<file path="config.mk">
export PLATFORM = sky130hd
export DESIGN_NAME = trig_capture_adr_gen
export DESIGN_NICKNAME = d
export VERILOG_FILES = /design/src/rtl/trig_capture_adr_gen.sv
export SDC_FILE = /design/constraint.sdc
export NUM_CORES = 1
export LEC_CHECK = 0
export ABC_AREA = 1
export BUFFER_PORTS_ARGS = -buffer_cell sky130_fd_sc_hd__clkbuf_2
export CAP_MARGIN = 30
export CORE_MARGIN = 2
export CORE_UTILIZATION = 60
export DETAILED_ROUTE_END_ITERATION = 10
export PLACE_DENSITY = 0.9
export SLEW_MARGIN = 10
export SYNTH_ARGS = -nofsm -noshare
export SYNTH_HDL_FRONTEND = slang
export SYNTH_SLANG_ARGS = --single-unit
</file>
<file path="constraint.sdc">
create_clock -name clk -period 2.6 [get_ports clk]
set_input_delay 0.52 -clock clk [delete_from_list [all_inputs] [get_ports clk]]
set_output_delay 0.52 -clock clk [all_outputs]
set_load 0.05 [all_outputs]
</file>
<file path="src/rtl/trig_capture_adr_gen.sv">
// -----------------------------------------------------------------------------
// trig_capture_adr_gen
//
// Write-address generator for a triggered sample-capture RAM built as a
// circular buffer of DEPTH words. A capture writes pre_len samples before the
// trigger, the trigger sample itself, and enough samples after it to fill the
// buffer exactly once. It then reports where the oldest sample is.
//
// Ports
//   clk          clock, rising edge
//   rst          asynchronous active-high reset
//   arm_i        start a capture (only in IDLE)
//   trig_i       trigger request level (only sampled in ARMED)
//   mode_i       0 = single shot, 1 = auto re-arm after rd_ack_i
//   pre_len_i    pre-trigger sample count, latched at arm
//   rd_ack_i     reader finished with the buffer (only in DONE)
//   wren_o       RAM write enable
//   wr_adr_o     RAM write address
//   rst_trig_o   one-cycle pulse clearing the upstream trigger latch
//   trig_adr_o   address holding the trigger sample
//   start_adr_o  address of the oldest captured sample
//   busy_o       capture in progress (PRE, ARMED, POST)
//   done_o       capture complete, waiting for rd_ack_i
// -----------------------------------------------------------------------------
module trig_capture_adr_gen #(
  parameter int DEPTH = 640,
  parameter int ADR_W = 10
) (
  input  logic             clk,
  input  logic             rst,
  input  logic             arm_i,
  input  logic             trig_i,
  input  logic             mode_i,
  input  logic [ADR_W-1:0] pre_len_i,
  input  logic             rd_ack_i,
  output logic             wren_o,
  output logic [ADR_W-1:0] wr_adr_o,
  output logic             rst_trig_o,
  output logic [ADR_W-1:0] trig_adr_o,
  output logic [ADR_W-1:0] start_adr_o,
  output logic             busy_o,
  output logic             done_o
);

  typedef enum logic [2:0] {
    S_IDLE  = 3'd0,
    S_PRE   = 3'd1,
    S_ARMED = 3'd2,
    S_POST  = 3'd3,
    S_DONE  = 3'd4
  } state_t;

  localparam logic [ADR_W-1:0] LAST_ADR  = ADR_W'(DEPTH - 1);
  localparam logic [ADR_W-1:0] ONE       = ADR_W'(1);
  localparam logic [ADR_W:0]   DEPTH_EXT = (ADR_W + 1)'(DEPTH);

  // Circular increment; the wrap is explicit so non power-of-two depths work.
  function automatic logic [ADR_W-1:0] adr_inc(input logic [ADR_W-1:0] a);
    return (a == LAST_ADR) ? {ADR_W{1'b0}} : a + ONE;
  endfunction

  // (t - p) mod DEPTH, done one bit wider so DEPTH = 2^ADR_W cannot overflow.
  function automatic logic [ADR_W-1:0] adr_sub(input logic [ADR_W-1:0] t,
                                               input logic [ADR_W-1:0] p);
    logic [ADR_W:0] wrapped;
    wrapped = {1'b0, t} + DEPTH_EXT - {1'b0, p};
    return (t >= p) ? (t - p) : wrapped[ADR_W-1:0];
  endfunction

  state_t           state_q,     state_d;
  logic [ADR_W-1:0] wr_adr_q,    wr_adr_d;
  logic [ADR_W-1:0] pre_cnt_q,   pre_cnt_d;
  logic [ADR_W-1:0] post_cnt_q,  post_cnt_d;
  logic [ADR_W-1:0] pre_len_q,   pre_len_d;
  logic [ADR_W-1:0] trig_adr_q,  trig_adr_d;
  logic [ADR_W-1:0] start_adr_q, start_adr_d;
  logic             rst_trig_q,  rst_trig_d;
  logic             wren_q,      wren_d;
  logic             busy_q,      busy_d;
  logic             done_q,      done_d;
  logic             launch;
  logic [ADR_W-1:0] pre_len_clamped;

  // Next-state and datapath decode.
  always_comb begin
    state_d     = state_q;
    wr_adr_d    = wr_adr_q;
    pre_cnt_d   = pre_cnt_q;
    post_cnt_d  = post_cnt_q;
    pre_len_d   = pre_len_q;
    trig_adr_d  = trig_adr_q;
    start_adr_d = start_adr_q;
    rst_trig_d  = 1'b0;
    launch      = 1'b0;
    pre_len_clamped = (pre_len_i > LAST_ADR) ? LAST_ADR : pre_len_i;

    case (state_q)
      S_IDLE: begin
        if (arm_i) begin
          launch = 1'b1;
        end else begin
          state_d = S_IDLE;
        end
      end
      S_PRE: begin
        wr_adr_d  = adr_inc(wr_adr_q);
        pre_cnt_d = pre_cnt_q + ONE;
        // pre_len_q >= 1 whenever PRE is entered
        if (pre_cnt_q == pre_len_q - ONE) begin
          state_d = S_ARMED;
        end else begin
          state_d = S_PRE;
        end
      end
      S_ARMED: begin
        wr_adr_d = adr_inc(wr_adr_q);
        if (trig_i) begin
          trig_adr_d  = wr_adr_q;
          start_adr_d = adr_sub(wr_adr_q, pre_len_q);
          post_cnt_d  = LAST_ADR - pre_len_q;
          rst_trig_d  = 1'b1;
          // A full pre-trigger window leaves nothing to write after the trigger.
          if (pre_len_q == LAST_ADR) begin
            state_d = S_DONE;
          end else begin
            state_d = S_POST;
          end
        end else begin
          state_d = S_ARMED;
        end
      end
      S_POST: begin
        wr_adr_d   = adr_inc(wr_adr_q);
        post_cnt_d = post_cnt_q - ONE;
        if (post_cnt_q == ONE) begin
          state_d = S_DONE;
        end else begin
          state_d = S_POST;
        end
      end
      S_DONE: begin
        if (rd_ack_i) begin
          if (mode_i) begin
            launch = 1'b1;
          end else begin
            state_d = S_IDLE;
          end
        end else begin
          state_d = S_DONE;
        end
      end
      default: begin
        state_d = S_IDLE;
      end
    endcase

    // Shared start-of-capture action for arm in IDLE and auto re-arm in DONE.
    if (launch) begin
      wr_adr_d  = {ADR_W{1'b0}};
      pre_cnt_d = {ADR_W{1'b0}};
      pre_len_d = pre_len_clamped;
      if (pre_len_clamped == {ADR_W{1'b0}}) begin
        state_d = S_ARMED;
      end else begin
        state_d = S_PRE;
      end
    end else begin
      pre_len_d = pre_len_q;
    end

    // Status flags are registered copies of the next state decode.
    wren_d = (state_d == S_PRE) || (state_d == S_ARMED) || (state_d == S_POST);
    busy_d = wren_d;
    done_d = (state_d == S_DONE);
  end

  // State and output registers with asynchronous reset.
  always_ff @(posedge clk or posedge rst) begin
    if (rst) begin
      state_q     <= S_IDLE;
      wr_adr_q    <= {ADR_W{1'b0}};
      pre_cnt_q   <= {ADR_W{1'b0}};
      post_cnt_q  <= {ADR_W{1'b0}};
      pre_len_q   <= {ADR_W{1'b0}};
      trig_adr_q  <= {ADR_W{1'b0}};
      start_adr_q <= {ADR_W{1'b0}};
      rst_trig_q  <= 1'b0;
      wren_q      <= 1'b0;
      busy_q      <= 1'b0;
      done_q      <= 1'b0;
    end else begin
      state_q     <= state_d;
      wr_adr_q    <= wr_adr_d;
      pre_cnt_q   <= pre_cnt_d;
      post_cnt_q  <= post_cnt_d;
      pre_len_q   <= pre_len_d;
      trig_adr_q  <= trig_adr_d;
      start_adr_q <= start_adr_d;
      rst_trig_q  <= rst_trig_d;
      wren_q      <= wren_d;
      busy_q      <= busy_d;
      done_q      <= done_d;
    end
  end

  assign wren_o      = wren_q;
  assign wr_adr_o    = wr_adr_q;
  assign rst_trig_o  = rst_trig_q;
  assign trig_adr_o  = trig_adr_q;
  assign start_adr_o = start_adr_q;
  assign busy_o      = busy_q;
  assign done_o      = done_q;

endmodule

</file>
# --- Word level (Yosys, flattened, before mapping) ---
# Cells that the tools add are included.
# Widths: inputs -> output; s select.
op_classes:
  magnitude_cmp: 2
  mux: 25
  eq_ne: 13
  n_reduce_logical: 10
  n_addsub: 8
op_table:
  columns: ["cell", "n"]
  rows:
  - ["$mux 10", 8]
  - ["$mux 3", 7]
  - ["$add 10x1->10 const B", 2]
  - ["$eq 10x10->1 const B", 2]
  - ["$pmux 10 s2", 1]
  - ["$sub 10x1->10 const B", 2]
  - ["$sub 10x10->10", 2]
  - ["$pmux 3 s5", 1]
  - ["$eq 3x2->1 const B", 4]
  - ["$add 10x10->10 const B", 1]
  - ["$eq 10x1->1 const B", 1]
  - ["$eq 10x10->1", 1]
  - ["$ge 10x10->1", 1]
  - ["$gt 10x10->1 const B", 1]
  - ["$logic_not 10->1", 1]
  - ["$sub 10x10->10 const A", 1]
  - ["$eq 3x1->1 const B", 2]
  - ["$eq 3x3->1 const B", 2]
  - ["$reduce_bool 2->1", 3]
  - ["$mux 1", 5]
  - ["$mux 2", 2]
  - ["$reduce_and 2->1", 2]
  - ["$logic_not 3->1", 1]
  - ["$reduce_or 3->1", 1]
  - ["other kinds (3)", 4]
word_totals:
  regBits: 66
  inputBits: 16
  word_cells: 68
  output_inout_bits: 34

# --- Depth between registers and ports, before layout ---
# Gate-level depths: netlist (run 1).
depth:
  word_depth: 8
  ltp_mapped: 15

# --- Worst setup path before layout (run 1) ---
# OpenSTA, ideal clock, no wires.
synth_path:
  path_type: "register to register"
  from: "reg wr_adr_q[1] (netlist: wr_adr_o[1])"
  to: "reg start_adr_q[7] (netlist: start_adr_o[7])"
  setup_time_ns: 0.118
  synth_period_minus_slack_ns: 2.369
  n_path_buf: 0
  slack_ns: 0.231
  arrival_time_ns: 2.251
  stages_incl_launch_ff: 14
  required_time_ns: 2.482
  path_cell_list: "dfrtp_1 > ha_1 > ha_1 > fa_1 > nand3_1 > nand2_1 > nand2_1 > a21oi_1 > nor2_1 > nand2_1 > nand3_1 > nand2_1 > nand2_1 > nand2_1"
synth_between:
  elab_chain_cells: 3
synth_lines:
  columns: ["item", "line_no", "source"]
  rows:
  - ["start: declaration", "71", "logic [ADR_W-1:0] wr_adr_q, wr_adr_d;"]
  - ["start signal: assignment", "181", "wr_adr_q <= {ADR_W{1'b0}};"]
  - ["start signal: assignment", "193", "wr_adr_q <= wr_adr_d;"]
  - ["$add 10x10->10", "66", "wrapped = {1'b0, t} + DEPTH_EXT - {1'b0, p};"]
  - ["$sub 10x10->10", "66", null]
  - ["$mux 10 (*)", "67", "return (t >= p) ? (t - p) : wrapped[ADR_W-1:0];"]
  - ["end signal: assignment", "186", "start_adr_q <= {ADR_W{1'b0}};"]
  - ["end signal: assignment", "198", "start_adr_q <= start_adr_d;"]
  - ["end: declaration", "76", "logic [ADR_W-1:0] start_adr_q, start_adr_d;"]
# Mark *: on every way between the ends. The rest lies on a longest branch, timed or not.
# A chain may end at the register's enable or synchronous reset.

# --- Worst setup path after layout (run 1) ---
layout_path:
  from: "reg wr_adr_q[0] (netlist: wr_adr_o[0])"
  to: "reg start_adr_q[7] (netlist: start_adr_o[7])"
# The elaborated chain is that of the path after synthesis.

==> summary.md, run 1 <==
| Metric | Value |
|---|---|
| Critical Path Max Stage Delay | `0.43 ns` |
| Leading cell type in the layout, fill and taps excluded | `nand2_1` |
| Worst path bufs/invs | `2` |
| CP arrival | `roughly 2.8 ns` |
| Final Max Slew Viols | `0` |
| Clock power frac | `0.149` |
| Hold/Removal Path Class | `in -> async` |
| Max Cap Viol | `0` |
| Worst Max-Slew Pin Slew | `0.5015 ns` |
| Count of state elements after synthesis | `66` |
| Top Ports | `50` |
| DR iter-0 viols | `396` |
| Worst-Skew Late Latency | `about 0.36 ns` |
| DRC errors left | `0` |
| Worst slew margin | `0.6649` |
| # hold bufs at CTS | `0` |
| Root Buffer | `clkbuf_8` |
| Total Routing Usage GR | `0.3266` |
| Reg2Reg Setup Slack | `0.14 ns` |
| Synth Instances | `607` |
| CTS tree | `built` |
| CP endpoint kind | `flip-flop` |
| Top delay family on crit path | `adder cells` |
| Crit path capture | `start_adr_o[7]$_DFFE_PP0P_` |
| Vias in the first global route | `about 4500` |
| Outcome | `finished clean` |
| Minimum clock period | `2.459 ns` |
| Cell area after layout | `between 5000 and 6000 µm²` |
| H-tree Lvls | `3` |
| Die Area | `8310 µm²` |
| Remaining global-route overflow | `0` |
| Asr flop ratio synth | `1.000` |
| GPL Wtd Cong | `~1` |
| Worst path depth | `14` |
| Final period util | `0.9460` |
| Pwr Density | `1419 nW/µm²` |
| Worst-path clk slew | `0.09 ns` |
| Post-DP HPWL | `9.030 mm` |
| ANT cells | `0` |
| First-pass GRT wire length | `21.46 mm` |
| RR Startpoint | `wr_adr_o[0]$_DFFE_PP0P_` |
| Critical Path RT | `2.90 ns` |
| Count of cell types in the netlist | `42` |
| # port buffers | `49` |
| Mean Syn Cell Area | `7.509 µm²` |
| Initial antenna violation count | `0` |
| Pin count of the biggest net entering global routing | `67` |
| P&R area growth vs syn | `14.03%` |
| Crit start category | `flip-flop` |
| Setup violations, final | `0` |
| Most frequent cells in the layout | `nand2_1, inv_1, dfrtp_1` |
| Starting Density | `0.6251` |
| Post-Place Worst Slack | `0.2007 ns` |
| Hold Vio Cnt, Final | `0` |
| Cell Area, Synth | `4558 µm²` |
| Worst path cell trace | `inv_1, ha_1, inv_1, ha_1, fa_1, nand3_1, nand2_1, nand2_1, a21oi_1, o21ai_0, nand3_1, nand2_1, nand2_1, nand2_1` |
| Slowest-stage cell, CP | `dfrtp_1` |
| LEAKAGE | `about 2.7 nW` |
| Combinational Power Share | `0.610` |
| Yosys synthesis warning count | `0` |
| Via count | `4547` |
| Max IR drop VDD | `around 640 µV` |
| Post-Place Cell Area | `4945 µm²` |
| Crit Reg-Reg Endpoint | `start_adr_o[7]$_DFFE_PP0P_` |
| Nets | `714` |
| CP Launch Point | `wr_adr_o[0]$_DFFE_PP0P_` |
| RSZ-0062 raised after global routing | `no` |
| Share of cells above drive strength 1 | `0.1749` |
| Sw frac | `0.5318` |
| Final worst slack | `0.1405 ns` |
| Sequential share of the synthesized area | `0.3623` |
| DIE WIDTH | `91.16 µm` |
| Antenna viol nets, final | `0` |
| Cell mode on critical path | `nand2_1` |
| FP Rows | `31` |
| Reg2Reg Depth | `14` |
| Top FF cell, synth | `dfrtp_1` |
| EDFF count, synth | `0` |
| Final TNS setup | `0 ns` |
| Sequential cell fraction of total power | `0.241` |
| Critical setup path kind | `reg -> reg` |
| Placeable core area | `7292 µm²` |
| # clock sinks | `66` |
| Cell Int Power | `approximately 3.5 mW` |
| Drt pass-1 iters | `6` |
| Syn_nets | `657` |
| Die Span Y | `91.16 µm` |
| Sw Pwr | `3.922 mW` |
| Clk buf depth | `2` |
| TritonCTS Buffers | `9` |
| Post-Route WL | `around 13 mm` |
| Crit Path Max Fanout | `4` |
| Fin Clk Skew | `0.01314 ns` |
| Max frequency | `a little over 400 MHz` |
| DR WL/cell | `16.58 µm` |
| Vias per inst | `5.921` |
==> how the worst min path moves through the flow <==
stage | startpoint | to | slack, ns | cells after the start
2_1_floorplan | post_cnt_q[1]$_DFFE_PP0P_ | post_cnt_q[1]$_DFFE_PP0P_ | 0.46 | 2
3_3_place_gp | start_adr_o[9]$_DFFE_PP0P_ | start_adr_o[9]$_DFFE_PP0P_ | 0.47 | 2
3_5_place_dp | start_adr_o[9]$_DFFE_PP0P_ | start_adr_o[9]$_DFFE_PP0P_ | 0.47 | 2
4_1_cts | rst | start_adr_o[4]$_DFFE_PP0P_ | 0.22 | 3
5_1_grt | rst | start_adr_o[0]$_DFFE_PP0P_ | 0.25 | 3
6_report | rst | rst_trig_o$_DFF_PP0_ | 0.21 | 3
==> kinds of logic after synthesis <==
family | synth area share
simple gates | 0.2709
buf+inv | 0.08701
flops | 0.3623
compound gates | 0.1370
xor+xnor | 0.03459
fa+ha+maj | 0.1082
==> timing repair <==
action / 4_1_cts / 5_1_grt
setup endpoints to repair: 0 / 2
buffers inserted: 0 / 0
gates resized for setup: 0 / 4
==> power by group through the flow <==
stage	registers, mW	clock network, mW	logic, mW
2_1_floorplan	2.17	0	2.78
3_3_place_gp	1.74	0	4.13
3_5_place_dp	1.76	0	4.30
4_1_cts	1.75	1.10	4.38
5_1_grt	1.81	1.14	4.94
6_report	1.78	1.10	4.50
==> worst reg2reg max path, cell delays in order (launching register included) <==
cell and delay [ns]:
dfrtp_1 0.43, inv_1 0.16, ha_1 0.24, inv_1 0.09, ha_1 0.22, fa_1 0.42
nand3_1 0.13, nand2_1 0.08, nand2_1 0.10, a21oi_1 0.08, o21ai_0 0.17, nand3_1 0.09
nand2_1 0.07, nand2_1 0.05, nand2_1 0.06
==> layout make-up <==
class                           count  area, µm²
Sequential cell                    66       1655
Clock inverter                      7      125.1
Inverter                           93      349.1
Timing Repair Buffer               56      310.3
Clock buffer                        9      123.9
Multi-Input combinational cell    438       2510
Fill cell                         585       2095
Tap cell                           99      123.9
==> state kept, by name, indices dropped and copies added (netlist names) <==
register / count
pre_cnt_q: 10
done_o: 1
post_cnt_q: 10
wr_adr_o: 10
state_q: 3
busy_o: 1
start_adr_o: 10
pre_len_q: 10
trig_adr_o: 10
rst_trig_o: 1
==> metrics by stage <==
step	util	cells	hold WS (ns)	total power, mW
finish	0.7128	768	0.2074	7.375
global route	0.7128	768	0.2537	7.890
CTS	0.7123	768	0.2244	7.224
detailed placement	0.6781	752	0.4667	6.061
global placement	0.6781	752	0.4661	5.869
floorplan	-	607	0.4590	4.956
==> Yosys cell counts (all sizes together) (6+ instances only) <==
cell   count  area [µm²]
nand2    145       566.8
inv       89       334.1
dfrtp     66        1652
o21ai     62       314.1
nor2      61       269.0
nand3     45       252.8
a21oi     29       145.1
ha        25       312.8
xor2      15       131.4
nor3      11       71.32
fa         9       180.2
nand4      9       56.30
buf        6       32.53
==> per-layer routing <==
layer,up-vias,track usage,part of all wire
met5,-,0,0
met4,0,0.1427,0.036
met1,2177,0.4221,0.40
li1,2076,-,-
met2,243,0.5278,0.48
met3,51,0.07386,0.091
Note: power is estimated with default switching activity, not from simulation.
==> run 2, diff against run 1 <==
--- a/config.mk
+++ b/config.mk
@@ -9,9 +9,10 @@
 export BUFFER_PORTS_ARGS = -buffer_cell sky130_fd_sc_hd__clkbuf_2
 export CAP_MARGIN = 30
 export CORE_MARGIN = 2
-export CORE_UTILIZATION = 60
+export CORE_UTILIZATION = 54
 export DETAILED_ROUTE_END_ITERATION = 10
-export PLACE_DENSITY = 0.9
+export PLACE_DENSITY = 0.86
+export REMOVE_ABC_BUFFERS = 1
 export SLEW_MARGIN = 10
 export SYNTH_ARGS = -nofsm -noshare
 export SYNTH_HDL_FRONTEND = slang
==> constraint.sdc (replaced) <==
create_clock -name clk -period 2.1 [get_ports clk]
set_input_delay 0.42 -clock clk [delete_from_list [all_inputs] [get_ports clk]]
set_output_delay 0.42 -clock clk [all_outputs]
set_load 0.05 [all_outputs]
==> summary.md, run 2 (synthesis gave the netlist of run 1 again) <==
| Metric | Value |
|---|---|
| Outcome | `finished, violations left (was finished clean)` |
| Failing checks | `setup timing` |
| CP endpoint kind | `flip-flop (unchanged)` |
| Total Routing Usage GR | `0.2996 (was 0.3266)` |
| Critical setup path kind | `reg -> reg (unchanged)` |
| Worst path depth | `15 (was 14)` |
| Worst slew margin | `0.6685 (was 0.6649)` |
| # port buffers | `49 (unchanged)` |
| Post-Route WL | `14.23 mm (was 12.74 mm)` |
| Fin Clk Skew | `0.01384 ns (was 0.01314 ns)` |
| CTS tree | `built (unchanged)` |
| Pin count of the biggest net entering global routing | `49 (was 67)` |
| Reg2Reg Setup Slack | `-0.19 ns (was 0.14 ns)` |
| Cell area after layout | `5639 µm² (was 5197 µm²)` |
| Root Buffer | `clkbuf_8 (unchanged)` |
| Placed Cells | `795 (was 752)` |
| Max Cap Viol | `0 (unchanged)` |
| Top Ports | `50 (unchanged)` |
| Vias in the first global route | `4428 (was 4535)` |
| Worst path cell trace | `inv_2, ha_4, inv_2, fa_2, inv_2, a21oi_2, nand2_1, nand2_2, a21oi_2, nor2_1, nand2_1, nand3_1, nand2_1, nand2_1, nand2_1 (was inv_1, ha_1, inv_1, ha_1, fa_1, nand3_1, nand2_1, nand2_1, a21oi_1, o21ai_0, nand3_1, nand2_1, nand2_1, nand2_1)` |
| Hold Vio Cnt, Final | `0 (unchanged)` |
| Die Area | `9192 µm² (was 8310 µm²)` |
| Max IR drop VDD | `788.8 µV (was 637.4 µV)` |
| Final core occ | `0.6863 (was 0.7128)` |
| Total power | `10.34 mW (was 7.375 mW)` |
| Final TNS setup | `-0.4553 ns (was 0 ns)` |
| Finished Layout Cells | `823 (was 768)` |
| Worst-path clk slew | `0.09 ns (about the same)` |
| # clock sinks | `66 (unchanged)` |
| H-tree Lvls | `3 (unchanged)` |
| Final worst slack | `-0.1925 ns (was 0.1405 ns)` |
| Remaining global-route overflow | `0 (unchanged)` |
| Drt pass-1 iters | `9 (was 6)` |
| CP arrival | `2.55 ns (was 2.76 ns)` |
| Critical Path RT | `2.36 ns (was 2.90 ns)` |
| Leading cell type in the layout, fill and taps excluded | `nand2_1 (unchanged)` |
| TritonCTS Buffers | `9 (unchanged)` |
| Placeable core area | `8217 µm² (was 7292 µm²)` |
| Starting Density | `0.5547 (was 0.6251)` |
| Crit start category | `flip-flop (unchanged)` |
| First-pass GRT wire length | `20.96 mm (was 21.46 mm)` |
| Fill cell count | `613 (was 585)` |
| Most frequent cells in the layout | `nand2_1, dfrtp_1, inv_1 (was nand2_1, inv_1, dfrtp_1)` |
| Antenna viol nets, final | `0 (unchanged)` |
| Minimum clock period | `2.292 ns (was 2.459 ns)` |
| FP Rows | `33 (was 31)` |
| Worst path bufs/invs | `3 (was 2)` |
| GPL Wtd Cong | `0.9649 (was 1.011)` |
| DIE WIDTH | `95.88 µm (was 91.16 µm)` |
| Worst-Skew Late Latency | `0.37 ns (was 0.36 ns)` |
| Final Max Slew Viols | `0 (unchanged)` |
| # hold bufs at CTS | `0 (unchanged)` |
| Max frequency | `436.2 MHz (was 406.6 MHz)` |
| DRC errors left | `0 (unchanged)` |
| Crit Path Max Fanout | `3 (was 4)` |
| Hold_ws | `0.03645 ns (was 0.2074 ns)` |
| Reg2Reg Depth | `15 (was 14)` |
| LEAKAGE | `2.898 nW (was 2.688 nW)` |
| Share of cells above drive strength 1 | `0.2744 (was 0.1749)` |
| Post-Place Worst Slack | `-0.1113 ns (was 0.2007 ns)` |
| Cell mode on critical path | `nand2_1 (unchanged)` |
| Slowest-stage cell, CP | `fa_2 (was dfrtp_1)` |
| ANT cells | `0 (unchanged)` |
| Vias per inst | `5.877 (was 5.921)` |
| RSZ-0062 raised after global routing | `yes (was no)` |
| Worst Max-Slew Pin Slew | `0.4961 ns (was 0.5015 ns)` |
| Top delay family on crit path | `adder cells (unchanged)` |
| Hold/Removal Path Class | `in -> async (unchanged)` |
| DR iter-0 viols | `516 (was 396)` |
| Final period util | `1.092 (was 0.9460)` |
| Initial antenna violation count | `0 (unchanged)` |
| Post-DP HPWL | `9.508 mm (was 9.030 mm)` |
| Post-Place Cell Area | `5230 µm² (was 4945 µm²)` |
| DR WL/cell | `17.29 µm (was 16.58 µm)` |
| Pwr Density | `1834 nW/µm² (was 1419 nW/µm²)` |
| Via count | `4837 (was 4547)` |
| Setup violations, final | `5 (was 0)` |
| Critical Path Max Stage Delay | `0.57 ns (was 0.43 ns)` |
| Nets | `763 (was 714)` |
| P&R area growth vs syn | `23.72% (was 14.03%)` |
| Die Span Y | `95.88 µm (was 91.16 µm)` |
| Clk buf depth | `2 (unchanged)` |
==> run 2: changes by cell type in the layout (fill, tap and decap cells not counted), sizes merged <==
cell / previous run / this run
buf: 7 / 56
bufinv: 3 / 1
clkbuf: 58 / 60
inv: 91 / 89
clkinv: 6 / 7
clkinvlp: 0 / 1
==> run 2: path summary, 6_finish.rpt <==
check / endpoint / start
max: start_adr_o[7]$_DFFE_PP0P_ / pre_len_q[3]$_DFFE_PP0P_
min: start_adr_o[6]$_DFFE_PP0P_ / rst
max reg2reg: start_adr_o[7]$_DFFE_PP0P_ / pre_len_q[3]$_DFFE_PP0P_
min reg2reg: start_adr_o[3]$_DFFE_PP0P_ / start_adr_o[3]$_DFFE_PP0P_
max in group asynchronous: pre_cnt_q[0]$_DFFE_PP0P_ / rst
min in group clk: pre_len_q[7]$_DFFE_PP0P_ / pre_len_i[7]
==> run 2: worst reg2reg max path, cell delays in order, from the launching register on <==
cell	delay (ns)
dfrtp_1	0.40
inv_2	0.10
ha_4	0.15
inv_2	0.04
fa_2	0.57
inv_2	0.07
a21oi_2	0.16
nand2_1	0.13
nand2_2	0.11
a21oi_2	0.07
nor2_1	0.09
nand2_1	0.06
nand3_1	0.09
nand2_1	0.06
nand2_1	0.06
nand2_1	0.04
==> run 2: what timing repair did <==
action                     CTS  global route
pin swaps                    4            13
setup endpoints to repair    4            11
resized for setup           16            27
setup buffers                0            12
==> run 2: report_power, final <==
group          switching [mW]  internal (mW)
Sequential              0.356           1.71
Clock                   0.562          0.620
Combinational            4.49           2.61
==> run 2: area by class of cell <==
class                      instances  area [µm²]  share of cell area
clock buffer                      11       151.4             0.02685
clock inverter                     5       61.31             0.01087
inverter                          93       357.8             0.06346
timing repair buffer             105       678.2              0.1203
multi-input combinational        438        2608              0.4624
tap                              105       131.4             0.02330
sequential                        66        1652              0.2929
==> run 2: metal layers <==
layer	wire [µm]	up-vias	GRT usage
li1	-	2179	-
met1	5222	2228	0.3771
met3	1264	107	0.05012
met4	998	0	0.1881
met5	0	-	0
met2	6746	323	0.4796
==> run 3, diff against run 2 <==
--- a/config.mk
+++ b/config.mk
@@ -6,7 +6,7 @@
 export NUM_CORES = 1
 export LEC_CHECK = 0
 export ABC_AREA = 1
-export BUFFER_PORTS_ARGS = -buffer_cell sky130_fd_sc_hd__clkbuf_2
+export BUFFER_PORTS_ARGS = -buffer_cell sky130_fd_sc_hd__buf_2
 export CAP_MARGIN = 30
 export CORE_MARGIN = 2
 export CORE_UTILIZATION = 54
==> summary.md, run 3 (synthesis gave the netlist of run 1 again) <==
| Metric | Value |
|---|---|
| Hold/Removal Path Class | `in -> async (unchanged)` |
| Die Span Y | `95.88 µm (unchanged)` |
| Clk buf depth | `2 (unchanged)` |
| Worst slew margin | `0.6847 (was 0.6685)` |
| Final worst slack | `-0.1858 ns (was -0.1925 ns)` |
| Fin Clk Skew | `0.01520 ns (was 0.01384 ns)` |
| Failing checks | `setup timing (unchanged)` |
| DR WL/cell | `15.97 µm (was 17.29 µm)` |
| Crit Path Max Fanout | `3 (unchanged)` |
| ANT cells | `0 (unchanged)` |
| Leading cell type in the layout, fill and taps excluded | `nand2_1 (unchanged)` |
| Final Max Slew Viols | `0 (unchanged)` |
| H-tree Lvls | `3 (unchanged)` |
| Post-Place Worst Slack | `-0.08236 ns (was -0.1113 ns)` |
| Share of cells above drive strength 1 | `0.2677 (was 0.2744)` |
| GPL Wtd Cong | `0.9563 (was 0.9649)` |
| Pin count of the biggest net entering global routing | `48 (was 49)` |
| Reg2Reg Depth | `15 (unchanged)` |
| Post-Place Cell Area | `5245 µm² (was 5230 µm²)` |
| Worst-Skew Late Latency | `0.37 ns (about the same)` |
| Most frequent cells in the layout | `nand2_1, inv_1, dfrtp_1 (was nand2_1, dfrtp_1, inv_1)` |
| # port buffers | `49 (unchanged)` |
| CP arrival | `2.54 ns (was 2.55 ns)` |
| Die Area | `9192 µm² (unchanged)` |
| Total Routing Usage GR | `0.3006 (was 0.2996)` |
| Nets | `766 (was 763)` |
| Worst-path clk slew | `0.09 ns (about the same)` |
| Fill cell count | `646 (was 613)` |
| DRC errors left | `0 (unchanged)` |
| DIE WIDTH | `95.88 µm (unchanged)` |
| Crit Reg-Reg Endpoint | `start_adr_o[7]$_DFFE_PP0P_ (unchanged)` |
| Critical Path Max Stage Delay | `0.59 ns (was 0.57 ns)` |
| Top Ports | `50 (unchanged)` |
| Pwr Density | `1780 nW/µm² (was 1834 nW/µm²)` |
| RR Startpoint | `pre_len_q[3]$_DFFE_PP0P_ (unchanged)` |
| Post-DP HPWL | `9.612 mm (was 9.508 mm)` |
| Remaining global-route overflow | `0 (unchanged)` |
| Minimum clock period | `2.286 ns (was 2.292 ns)` |
| Finished Layout Cells | `826 (was 823)` |
| Vias per inst | `5.657 (was 5.877)` |
| Drt pass-1 iters | `6 (was 9)` |
| Total power | `10.02 mW (was 10.34 mW)` |
| CTS tree | `built (unchanged)` |
| Critical setup path kind | `reg -> reg (unchanged)` |
| Crit start category | `flip-flop (unchanged)` |
| Reg2Reg Setup Slack | `-0.19 ns (about the same)` |
| Max frequency | `437.5 MHz (was 436.2 MHz)` |
| Vias in the first global route | `4363 (was 4428)` |
| Cell area after layout | `5632 µm² (was 5639 µm²)` |
| Antenna viol nets, final | `0 (unchanged)` |
| CP endpoint kind | `flip-flop (unchanged)` |
| Slowest-stage cell, CP | `fa_1 (was fa_2)` |
| Starting Density | `0.5547 (unchanged)` |
| Final period util | `1.088 (was 1.092)` |
| FP Rows | `33 (unchanged)` |
| P&R area growth vs syn | `23.55% (was 23.72%)` |
| Worst Max-Slew Pin Slew | `0.4723 ns (was 0.4961 ns)` |
| Critical Path RT | `2.36 ns (about the same)` |
| Cell mode on critical path | `nand2_1 (unchanged)` |
| Max Cap Viol | `0 (unchanged)` |
| Root Buffer | `clkbuf_8 (unchanged)` |
| # clock sinks | `66 (unchanged)` |
| Via count | `4673 (was 4837)` |
| Placed Cells | `797 (was 795)` |
| First-pass GRT wire length | `21.00 mm (was 20.96 mm)` |
| Placeable core area | `8217 µm² (unchanged)` |
| RSZ-0062 raised after global routing | `yes (unchanged)` |
| Worst path cell trace | `inv_2, ha_4, inv_2, fa_1, inv_2, a21oi_2, nand2_1, nand2_2, a21oi_4, nor2_1, nand2_1, nand3_2, nand2_1, nand2_1, nand2_1 (was inv_2, ha_4, inv_2, fa_2, inv_2, a21oi_2, nand2_1, nand2_2, a21oi_2, nor2_1, nand2_1, nand3_1, nand2_1, nand2_1, nand2_1)` |
| Initial antenna violation count | `0 (unchanged)` |
| Outcome | `finished, violations left (unchanged)` |
| LEAKAGE | `2.916 nW (was 2.898 nW)` |
| Hold Vio Cnt, Final | `0 (unchanged)` |
| TritonCTS Buffers | `9 (unchanged)` |
| Max IR drop VDD | `758.3 µV (was 788.8 µV)` |
| Post-Route WL | `13.19 mm (was 14.23 mm)` |
| Final TNS setup | `-0.3813 ns (was -0.4553 ns)` |
| Setup violations, final | `5 (unchanged)` |
| DR iter-0 viols | `365 (was 516)` |
-- run 3: cell types whose count changed in the layout (fill, tap and decap cells not counted), moves of 2 or more --
cell | before | now
buf_4 | 55 | 58
inv_1 | 64 | 67
buf_2 | 0 | 49
ha_1 | 16 | 19
fa_2 | 7 | 5
ha_2 | 6 | 3
nand3_1 | 41 | 39
clkbuf_8 | 11 | 9
nand3_2 | 3 | 5
clkbuf_2 | 49 | 0
o21ai_0 | 50 | 52
inv_2 | 23 | 20
fa_1 | 2 | 4
-- run 3: routing by layer --
metal	part of all wire	up-vias	GRT usage
li1	-	2186	-
met1	0.41	2197	0.3941
met2	0.48	232	0.4913
met3	0.072	58	0.05403
met4	0.040	0	0.1262
met5	0	-	0
-- run 3: worst max-delay path by stage --
stage	from	end	slack [ns]	cells past startpoint
2_1_floorplan	wr_adr_o[1]$_DFFE_PP0P_	start_adr_o[7]$_DFFE_PP0P_	-0.27	13
3_3_place_gp	wr_adr_o[1]$_DFFE_PP0P_	start_adr_o[7]$_DFFE_PP0P_	-0.01	13
3_5_place_dp	wr_adr_o[1]$_DFFE_PP0P_	start_adr_o[7]$_DFFE_PP0P_	-0.08	12
4_1_cts	pre_len_q[3]$_DFFE_PP0P_	start_adr_o[7]$_DFFE_PP0P_	-0.006	15
5_1_grt	pre_len_q[3]$_DFFE_PP0P_	start_adr_o[7]$_DFFE_PP0P_	-0.33	15
6_report	pre_len_q[3]$_DFFE_PP0P_	start_adr_o[7]$_DFFE_PP0P_	-0.19	15
-- run 3: layout make-up --
cell class              count  area, µm²  share of cell area
flip-flops and latches     66       1652              0.2933
multi-input cells         438       2609              0.4632
well taps                 105      131.4             0.02333
clock buffers               9      123.9             0.02200
repair buffers            108      700.7              0.1244
inverters                  93      355.3             0.06310
clock inverters             7      60.06             0.01066
-- run 3: through the flow --
stage	utilization	hold slack (ns)
after global placement	0.6383	0.4483
after floorplan	-	0.4590
after global routing	0.6854	0.08701
after CTS	0.6694	0.06298
after detailed placement	0.6383	0.4590
final	0.6854	0.05889
-- run 3: worst max-delay path, delay by kind of cell (launching register included) --
kind	cells	cell delay, ns
AOI/OAI and AO/OA	2	0.23
adders and majority gates	2	0.73
buffers and inverters	3	0.21
DFF	1	0.41
and+or+nand+nor	8	0.61
-- run 3: timing repair --
item / in CTS / in global routing
gates cloned: 0 / 0
buffers inserted: 4 / 10
resized for setup: 14 / 20
hold buffers: 0 / 0
setup endpoints to repair: 5 / 10
pin swaps: 5 / 16
-- run 3: power breakdown --
part / internal, mW / switching (mW)
Sequential: 1.70 / 0.346
Clock: 0.447 / 0.593
Combinational: 2.65 / 4.28
